## src/rtl/uart_reg_ctrl.sv

```systemverilog
// Byte-protocol register controller: decodes command bytes from the RX FIFO,
// drives the control/sample registers and returns register reads via the TX FIFO.
module uart_reg_ctrl #(
  parameter int TIMEOUT_CYCLES = 100000
) (
  input  logic        clk,
  input  logic        rst,
  input  logic [7:0]  rx_data,
  input  logic        rx_empty,
  output logic        rx_rd,
  output logic [7:0]  tx_data,
  input  logic        tx_full,
  output logic        tx_wr,
  output logic [2:0]  cr,
  input  logic [7:0]  sr,
  output logic [10:0] din,
  output logic        din_vld,
  input  logic [20:0] dout,
  output logic        proto_err
);

  localparam int CW = (TIMEOUT_CYCLES > 1) ? $clog2(TIMEOUT_CYCLES) : 1;
  localparam logic [CW-1:0] CNT_LAST = CW'(TIMEOUT_CYCLES - 1);

  typedef enum logic [1:0] {
    IDLE  = 2'd0,
    WDATA = 2'd1,
    RESP  = 2'd2
  } state_t;

  state_t        state_r;
  logic [2:0]    cmd_addr_r;
  logic [CW-1:0] cnt_r;
  logic [2:0]    cr_r;
  logic [7:0]    dinl_r;
  logic [2:0]    dinh_r;
  logic          din_vld_r;
  logic [7:0]    tx_data_r;
  logic          proto_err_r;
  logic [20:0]   shadow_r;
  logic [7:0]    rd_val_s;

  // Read mux keyed by the address of the command byte currently at the RX head
  always_comb begin
    rd_val_s = 8'h00;
    case (rx_data[2:0])
      3'd0:    rd_val_s = {5'b00000, cr_r};
      3'd1:    rd_val_s = sr;
      3'd2:    rd_val_s = dinl_r;
      3'd3:    rd_val_s = {5'b00000, dinh_r};
      3'd4:    rd_val_s = dout[7:0];
      3'd5:    rd_val_s = shadow_r[15:8];
      3'd6:    rd_val_s = {3'b000, shadow_r[20:16]};
      default: rd_val_s = 8'h00;
    endcase
  end

  // FIFO strobes stay combinational; the state encoding keeps them mutually exclusive
  always_comb begin
    if (rst) begin
      rx_rd = 1'b0;
      tx_wr = 1'b0;
    end else begin
      rx_rd = ((state_r == IDLE) || (state_r == WDATA)) && !rx_empty;
      tx_wr = (state_r == RESP) && !tx_full;
    end
  end

  // Command FSM, register file, read shadow and strobe generation
  always_ff @(posedge clk) begin
    if (rst) begin
      state_r     <= IDLE;
      cmd_addr_r  <= 3'd0;
      cnt_r       <= '0;
      cr_r        <= 3'd0;
      dinl_r      <= 8'h00;
      dinh_r      <= 3'd0;
      din_vld_r   <= 1'b0;
      tx_data_r   <= 8'h00;
      proto_err_r <= 1'b0;
      shadow_r    <= 21'd0;
    end else begin
      din_vld_r   <= 1'b0;
      proto_err_r <= 1'b0;
      cr_r[2]     <= 1'b0;  // soft-reset bit of CR lives for one cycle only
      case (state_r)
        IDLE: begin
          if (!rx_empty) begin
            cmd_addr_r <= rx_data[2:0];
            if (rx_data[6:3] != 4'b0000) begin
              proto_err_r <= 1'b1;
            end else if (rx_data[7]) begin
              state_r <= WDATA;
              cnt_r   <= '0;
            end else begin
              tx_data_r <= rd_val_s;
              state_r   <= RESP;
              if (rx_data[2:0] == 3'd7) proto_err_r <= 1'b1;
              if (rx_data[2:0] == 3'd4) shadow_r <= dout;
            end
          end
        end
        WDATA: begin
          // a byte arriving on the last counter value still wins over the timeout
          if (!rx_empty) begin
            state_r <= IDLE;
            case (cmd_addr_r)
              3'd0: cr_r <= rx_data[2:0];
              3'd2: dinl_r <= rx_data;
              3'd3: begin
                dinh_r    <= rx_data[2:0];
                din_vld_r <= 1'b1;
              end
              default: proto_err_r <= 1'b1;
            endcase
          end else if (cnt_r == CNT_LAST) begin
            proto_err_r <= 1'b1;
            state_r     <= IDLE;
          end else begin
            cnt_r <= cnt_r + CW'(1);
          end
        end
        RESP: begin
          if (!tx_full) state_r <= IDLE;
        end
        default: state_r <= IDLE;
      endcase
    end
  end

  assign tx_data   = tx_data_r;
  assign cr        = cr_r;
  assign din       = {dinh_r, dinl_r};
  assign din_vld   = din_vld_r;
  assign proto_err = proto_err_r;

endmodule
```

## config.mk

```make
export PLATFORM = sky130hd
export DESIGN_NAME = uart_reg_ctrl
export DESIGN_NICKNAME = d
export VERILOG_FILES = /design/src/rtl/uart_reg_ctrl.sv
export SDC_FILE = /design/constraint.sdc
export NUM_CORES = 1
export LEC_CHECK = 0
export ABC_AREA = 1
export BUFFER_PORTS_ARGS = -buffer_cell sky130_fd_sc_hd__buf_2
export CAP_MARGIN = 20
export CORE_ASPECT_RATIO = 0.75
export CORE_MARGIN = 3
export CORE_UTILIZATION = 25
export DETAILED_ROUTE_END_ITERATION = 8
export PLACE_DENSITY = 0.43
export SLEW_MARGIN = 10
export SYNTH_ARGS = -nofsm -noshare
export SYNTH_HDL_FRONTEND = slang
export SYNTH_SLANG_ARGS = --single-unit
```

## constraint.sdc

```tcl
create_clock -name clk -period 1.5 [get_ports clk]
set_clock_uncertainty 0.15 [all_clocks]
set_input_delay 0.3 -clock clk [delete_from_list [all_inputs] [get_ports clk]]
set_output_delay 0.3 -clock clk [all_outputs]
set_load 0.02 [all_outputs]
```

==> results of run 1 <==
## worst min-delay path by stage
stage | end | depth (start not counted) | slack [ns]
final | shadow_r[15] | 3 | 0.04
after global routing | shadow_r[15] | 3 | 0.04
after floorplan | shadow_r[20] | 2 | 0.29
after detailed placement | tx_data[6] | 2 | 0.31
after CTS | shadow_r[18] | 3 | 0.05
after global placement | tx_data[5] | 2 | 0.30
## synthesized netlist by cell type (2+ instances only)
| cell type | instances | area share, % |
|---|---|---|
| sky130_fd_sc_hd__o22ai_1 | 10 | 2.0 |
| sky130_fd_sc_hd__nand2_2 | 4 | 0.79 |
| sky130_fd_sc_hd__clkinv_1 | 2 | 0.24 |
| sky130_fd_sc_hd__nor3_1 | 22 | 3.5 |
| sky130_fd_sc_hd__dfxtp_1 | 59 | 37 |
| sky130_fd_sc_hd__buf_2 | 5 | 0.79 |
| sky130_fd_sc_hd__o21ai_0 | 42 | 6.7 |
| sky130_fd_sc_hd__nand2_4 | 2 | 0.71 |
| sky130_fd_sc_hd__nand3_1 | 40 | 6.4 |
| sky130_fd_sc_hd__nand4_1 | 6 | 1.2 |
| sky130_fd_sc_hd__nor4_1 | 2 | 0.40 |
| sky130_fd_sc_hd__inv_2 | 3 | 0.36 |
| sky130_fd_sc_hd__buf_6 | 2 | 0.71 |
| sky130_fd_sc_hd__o21ai_1 | 2 | 0.32 |
| sky130_fd_sc_hd__clkbuf_1 | 6 | 0.71 |
| sky130_fd_sc_hd__buf_4 | 3 | 0.71 |
| sky130_fd_sc_hd__xor2_1 | 2 | 0.56 |
| sky130_fd_sc_hd__inv_1 | 61 | 7.3 |
| sky130_fd_sc_hd__nor2_1 | 60 | 7.1 |
| sky130_fd_sc_hd__a21oi_1 | 47 | 7.5 |
| sky130_fd_sc_hd__nor2_4 | 4 | 1.4 |
| sky130_fd_sc_hd__nand2_1 | 90 | 11 |
## per-stage QoR
step	instance area, um^2	worst slack, ns	instances
2_1_floorplan	3190	-0.0488	481
4_1_cts	4820	-0.243	807
5_1_grt	5240	-0.261	814
3_3_place_gp	4280	-0.262	780
6_report	5240	-0.182	814
3_5_place_dp	4280	-0.242	780
## state kept, by name, summed over array words and instances (netlist names), 2 cells and up
| register | flops |
|---|---|
| cr | 3 |
| dinl_r | 8 |
| dinh_r | 3 |
| state_r | 2 |
| shadow_r | 13 |
| cnt_r | 17 |
| tx_data | 8 |
| cmd_addr_r | 3 |
## power by group
group          total [mW]  switching (mW)  internal (mW)
clock network        1.89           0.715           1.18
logic               0.359           0.204          0.155
registers            1.59          0.0114           1.58
total                3.84           0.931           2.91
## logic make-up after synthesis
kind of cell	Yosys count	share of synthesized area [%]
AOI/OAI and AO/OA	105	17.8
xor gates and xnor gates	2	0.556
adders and majority gates	1	0.397
buffers and inverters	82	10.8
DFF	59	37.5
and+or+nand+nor	232	33.0
## metal layers
metal	part of all wire, %	up-vias	wire length (um)
li1	-	1923	-
met1	50	1773	5730
met2	44	79	5010
met3	5.6	9	642
met4	0.78	0	89
met5	0	-	0
## final cells by class
class | count | area, um^2 | area share (%)
clock inverters | 3 | 15.0 | 0.287
repair buffers | 172 | 1250 | 23.8
multi-input cells | 341 | 2060 | 39.3
inverters | 66 | 262 | 4.99
well taps | 162 | 203 | 3.87
flip-flops and latches | 59 | 1200 | 22.9
clock buffers | 11 | 253 | 4.83
## timing repair
| action | 4_1_cts | 5_1_grt |
|---|---|---|
| gates resized for setup | 50 | 119 |
| pin swaps | 10 | 32 |
| hold endpoints to repair | 0 | 0 |
| cloned | 2 | 1 |
| buffers inserted | 11 | 8 |
| endpoints found under the setup margin | 47 | 57 |
## worst max-delay path, delay by kind of cell, from the launching register on
family	cells	cell delay (ns)
flip-flops	1	0.34
buffers and inverters	2	0.30
AND/OR/NAND/NOR	1	0.27
==> impl_summary.md, run 1 <==
Clock network
The number of clock buffers inserted by TritonCTS is 9. The root buffer selected by CTS is sky130_fd_sc_hd__clkbuf_16. The register clock-pin slew on the reported worst setup and hold paths is 0.05 ns.

The clock net in this run drives a total of 59 sinks. At the later pin of the worst-skew pair, clock insertion delay measures around 0.33 ns. The clock tree synthesis step divided the H-tree into 3 levels. For this design, the CTS-stage hold fixing added 0 buffers. The longest clock path from root to sink contains 2 buffers.

The CTS tree is done.

Setup path
Walking the worst path, the cells encountered are buf_6 > nor4_4 > buf_4. The type of element launching the critical path is a flop. By startpoint and endpoint, the worst setup path is classified as flop to output pin.

The largest individual stage delay along the critical path comes from the cell sky130_fd_sc_hd__dfxtp_4. The type of destination of the critical path is an output pin. The startpoint of the lowest-slack register-to-register path is state_r[0]. In this run the worst setup path terminates at tx_wr. The capture point of the worst reg-to-reg path is proto_err. The largest fanout of any net on the critical path is 3. The worst register-to-register path has a depth of 11.

The required time reported for the critical path endpoint is approximately 1.1 ns. For flop-to-flop paths, the worst setup slack is -0.15 ns. The signal arrival time at the worst endpoint is 1.23 ns.

The launch point of the worst path is state_r[0]. In this design, the stage delay of the slowest critical-path cell is around 0.34 ns.

Synth
The sequential fraction of the synthesis area is approximately 37%. The netlist area before placement is 3150 um^2. After synthesis, the share of flip-flops with an asynchronous set or reset is 0%.

The number of enable flip-flop cells after synthesis is 0. In the synthesized netlist the dominant register cell turns out to be sky130_fd_sc_hd__dfxtp_1. The average instance area after synthesis is 6.55 um^2. The count of distinct cell types in the synthesized netlist is 29. The cell count after synthesis is 481. The total number of yosys warnings is 0.

The number of storage elements in the synthesis netlist is 59. When the netlist entered floorplanning its net count stood at roughly 520.

Global routing
Entering global routing, the biggest net connects 21 pins. The busiest layer in global routing is met1. For this run, global-route usage on met1 was measured as 23.7%. Global routing consumed, on the met2 layer, 23.6% of the routing resources.

The via count of the first global-routing pass was 3487. The first global-routing pass estimated 17800 um of wire. For this run the aggregate overflow at the end of global routing stands at 0. Global routing consumed, over all layers together, ~16% of the routing resources. The number of antenna violations at the first check in global routing was 0. The met3 global-route usage is around 4.7%.

Final layout
In the final layout, the share of cells above drive strength 1 is between 40% and 50%. The library cell used most frequently in the layout, excluding fill and tap cells, is sky130_fd_sc_hd__buf_4. The layout has 1232 filler cells. At the end of the flow the core is filled with cells to 43.8%. In the layout the commonest cells are sky130_fd_sc_hd__buf_4, sky130_fd_sc_hd__nand2_1, sky130_fd_sc_hd__buf_2, sky130_fd_sc_hd__inv_1. From synthesis to final layout, the design area changed by 66.2%. The final net count is slightly below 700. The repair_antennas step left the layout with diodes totalling 0.

Floorplanning
Once the floorplan was initialized, standard cells occupied between 20% and 30% of the core. Measured along the y axis, the die boundary spans 103 um. The number of core rows is 34. The area of the core region is 12000 um^2. 67 I/O pins were placed. The area enclosed by the die boundary is around 14000 um^2.

The horizontal extent of the die is 136 um.

Detailed routing
The pre-antenna-repair detailed-routing pass consisted of 4 iterations. The total routed wirelength is 11500 um. The vias after detailed routing is 3784. In the routed design, unresolved DRC markers number 0. Dividing the detail-routed wire length by the instance count gives 14.1 um. The number of vias per cell is 4.65.

The DRC violation total after the first TritonRoute iteration is 206. The antenna violation net count after detailed routing is 0.

STA
Dividing the final minimum period by the clock period gives 112%. The final-report max-slew violation count is 0. Based on the critical path, the design can be clocked at up to 595 MHz. The total negative slack is -4.26 ns.

The worst-case headroom to the max-slew limit is 73.8%. The number of failing setup endpoints in the final timing report is 49. The worst setup margin is -0.182 ns.

For the pin with the worst max-slew slack, the measured transition is roughly 0.39 ns. Setup repair after global routing could not meet its margin everywhere. The final-layout worst hold slack is 0.0440 ns.

The number of hold-slack violations in the final timing report was 0. The shortest period the worst path allows is 1.68 ns.

Hold path
The worst hold path class is input port to flop. The worst hold path begins at dout[15].

Power and ir drop
The peak ir drop on the vdd network is between 0.5 and 0.6 mV. The total power is approximately 3.8 mW. In this run the static leakage power is 2.15 nW.

For this design the ratio of total power to cell area is 734 nW/um^2.

Status
The checks that failed: setup timing. The flow ran to the end, but the final reports show violations.

Place
Detailed placement finished with a half-perimeter wire length of 8310 um. At the end of routability-driven placement, the weighted congestion stood at approximately 0.86. Buffers placed on the I/O ports in this run total 66.

Flow run
The max-capacitance violation count is 0.
Power figures use the tool's default switching activity.
==> run 2, diff against run 1 <==
--- a/config.mk
+++ b/config.mk
@@ -12,7 +12,7 @@
 export CORE_MARGIN = 3
 export CORE_UTILIZATION = 25
 export DETAILED_ROUTE_END_ITERATION = 8
-export PLACE_DENSITY = 0.43
+export PLACE_DENSITY = 0.42
 export SLEW_MARGIN = 10
 export SYNTH_ARGS = -nofsm -noshare
 export SYNTH_HDL_FRONTEND = slang
==> constraint.sdc (replaced) <==
create_clock -name clk -period 1.6 [get_ports clk]
set_clock_uncertainty 0.15 [all_clocks]
set_input_delay 0.32 -clock clk [delete_from_list [all_inputs] [get_ports clk]]
set_output_delay 0.32 -clock clk [all_outputs]
set_load 0.02 [all_outputs]
==> impl_summary.md, run 2 (synthesis results as in run 1) <==
Status
The run finished, with violations left. The final reports fail on setup timing.

Global routing
The global-route wire length before repair is 17400 um (-2.2%). The aggregate global routing overflow is 0 (unchanged). The overall global routing resource usage is 15.9% (-0.23 points). The via count of the first global-routing pass is 3293 (-5.6%). The largest net degree at the start of global routing is 16 (-24%).

The number of antenna violations at the first check in global routing was 0 (unchanged).

Detailed routing
The total routed wirelength is 11600 um (+1.4%). The remaining routing DRC violations is 0 (unchanged). The number of optimization iterations in the first detailed-route pass came to 4 (unchanged). The number of vias per cell is 4.60 (-1.1%). The vias after detailed routing is 3691 (-2.5%). The DRC violation total after the first TritonRoute iteration is 231 (+12%).

The antenna violation net count after detailed routing is 0 (unchanged). The detailed-route wire length per cell is 14.5 um (+2.8%).

STA
The final-layout worst hold slack is 0.0612 ns (+0.0172 ns). The period utilization is 108%. The worst-case headroom to the max-slew limit was 77.0% (+3.3 points). The number of failing setup endpoints in the final timing report is 25 (-49%).

The maximum clock rate is around 580 MHz. The worst setup margin is -0.124 ns (+0.0580 ns). The transition time at the pin with the least slew margin is 0.342 ns (-0.0507 ns). The final-report max-slew violation count is 0 (unchanged). The number of hold-slack violations in the final timing report is 0 (unchanged).

After layout, the minimum clock period comes to 1.72 ns. Setup repair after global routing could not meet its margin everywhere.

Clock network
The number of clock buffers inserted by TritonCTS was 9 (unchanged). The root buffer selected by CTS is sky130_fd_sc_hd__clkbuf_16. The number of buffers on the longest clock path was 2 (unchanged). The later-pin clock latency in the skew report is 0.33 ns (about the same).

The register clock-pin slew on the reported worst setup and hold paths is 0.06 ns (about the same). TritonCTS built the clock tree. The H-tree depth is 3 (unchanged).

The total clock sinks came to 59 (unchanged). The hold buffer count at cts is 0 (unchanged).

Final layout
The fill cell total of the finished layout is 1226 (-0.49%). The number of diodes is 0 (unchanged). The number of flip-flops under the largest register name is 17 (unchanged). The area added between synthesis and finish is 66.2% (about the same).

The combined area of the multi-input logic cells is 2090 um^2 (+1.6%). The post-route cell area was 5240 um^2 (about the same). The most common cell after layout, fill and taps aside is sky130_fd_sc_hd__nand2_1. The final cell utilization of the core was 43.8% (about the same). The largest registers in the layout are cnt_r: 17 flops, shadow_r: 13 flops. The layout cell share with drive strength beyond 1 is 46.5% (+0.63 points).

The final net count is 678 (-1.9%). The top cell types in the final layout, fill and taps aside, are sky130_fd_sc_hd__nand2_1, sky130_fd_sc_hd__buf_4, sky130_fd_sc_hd__buf_2, sky130_fd_sc_hd__inv_1, sky130_fd_sc_hd__dfxtp_1. cnt_r holds more flip-flops than any other register. The area taken by flip-flops and latches is 1200 um^2 (-0.10%).

Hold path
The worst hold path class is input port to flop.

Setup path
The required time reported for the critical path endpoint is 1.13 ns (+0.08 ns). STA classifies the critical path endpoint as an output pin. The signal arrival time at the worst endpoint is 1.25 ns (+0.02 ns). The largest fanout of any net on the critical path came to 2 (-1). The setup path with the least slack is of type flop to output pin. The slack of the worst reg-to-reg path was -0.12 ns (+0.03 ns). STA classifies the critical path startpoint as a flop.

Power and ir drop
The peak ir drop on the vdd network is 0.493 mV (-4.1%). The total power per unit cell area is 720 nW/um^2 (-1.9%). The leakage power total is 2.14 nW (-0.53%).

Floorplanning
The area of the core region is 12000 um^2 (unchanged). The vertical die dimension was 103 um (unchanged). The horizontal extent of the die is 136 um (unchanged). The initial core utilization was 26.4% (unchanged). The number of ports placed on the die boundary is 67 (unchanged). The number of core rows is 34 (unchanged). The area enclosed by the die boundary came to 14000 um^2 (unchanged).

Place
The placed wire-length estimate after detailed placement is 8590 um (+3.4%). The number of port buffers was 66 (unchanged). The placer's final routability congestion estimate is 0.856 (-0.45%). The placement-stage worst setup slack is -0.104 ns (+0.138 ns). The placement-stage cell area came to 4170 um^2 (-2.7%).

Flow run
The max-capacitance violation count is 0 (unchanged).
## run 2: layout make-up
type / instances / share of cell area (%)
multi-input cells: 341 / 40.0
flip-flops and latches: 59 / 22.9
repair buffers: 159 / 22.5
inverters: 66 / 5.00
clock buffers: 9 / 4.30
well taps: 162 / 3.87
clock inverters: 7 / 1.46
## run 2: worst paths after layout
path                                  from      endpoint  cells after the start
worst min-delay path              dout[13]  shadow_r[13]                      3
worst max-delay path            state_r[0]         tx_wr                      3
worst max register to register  state_r[1]     dinl_r[5]                      8
worst min register to register  tx_data[4]    tx_data[4]                      2
## run 2: per-layer routing
layer | GRT usage [%] | routed length [um] | vias up
met5 | 0 | 0 | -
met4 | 3.25 | 79 | 0
met3 | 3.48 | 556 | 9
met2 | 22.3 | 4950 | 77
met1 | 24.8 | 6050 | 1704
li1 | - | - | 1901
## run 2: critical path, stage by stage (launching register included)
cell and delay [ns]:
sky130_fd_sc_hd__dfxtp_2 0.32, sky130_fd_sc_hd__buf_6 0.12, sky130_fd_sc_hd__nor4_4 0.29, sky130_fd_sc_hd__buf_4 0.19
## run 2: timing repair
item,in CTS,in global routing
hold endpoints to repair,0,0
resized for setup,29,159
buffers inserted,7,11
setup endpoints to repair,22,51
cloned,0,4
pin swaps,8,67
## run 2: through the flow
step / power, mW / instances / setup TNS (ns)
6_report: 3.77 / 803 / -1.13
5_1_grt: 3.92 / 803 / -4.01
4_1_cts: 3.78 / 790 / -0.329
3_5_place_dp: 1.79 / 767 / -2.02
3_3_place_gp: 1.79 / 767 / -2.03
2_1_floorplan: 1.64 / 481 / 0
## run 2: power by group
group / internal [mW] / total (mW) / switching [mW]
clock: 1.21 / 1.96 / 0.748
combinational: 0.132 / 0.317 / 0.185
sequential: 1.48 / 1.49 / 0.00900
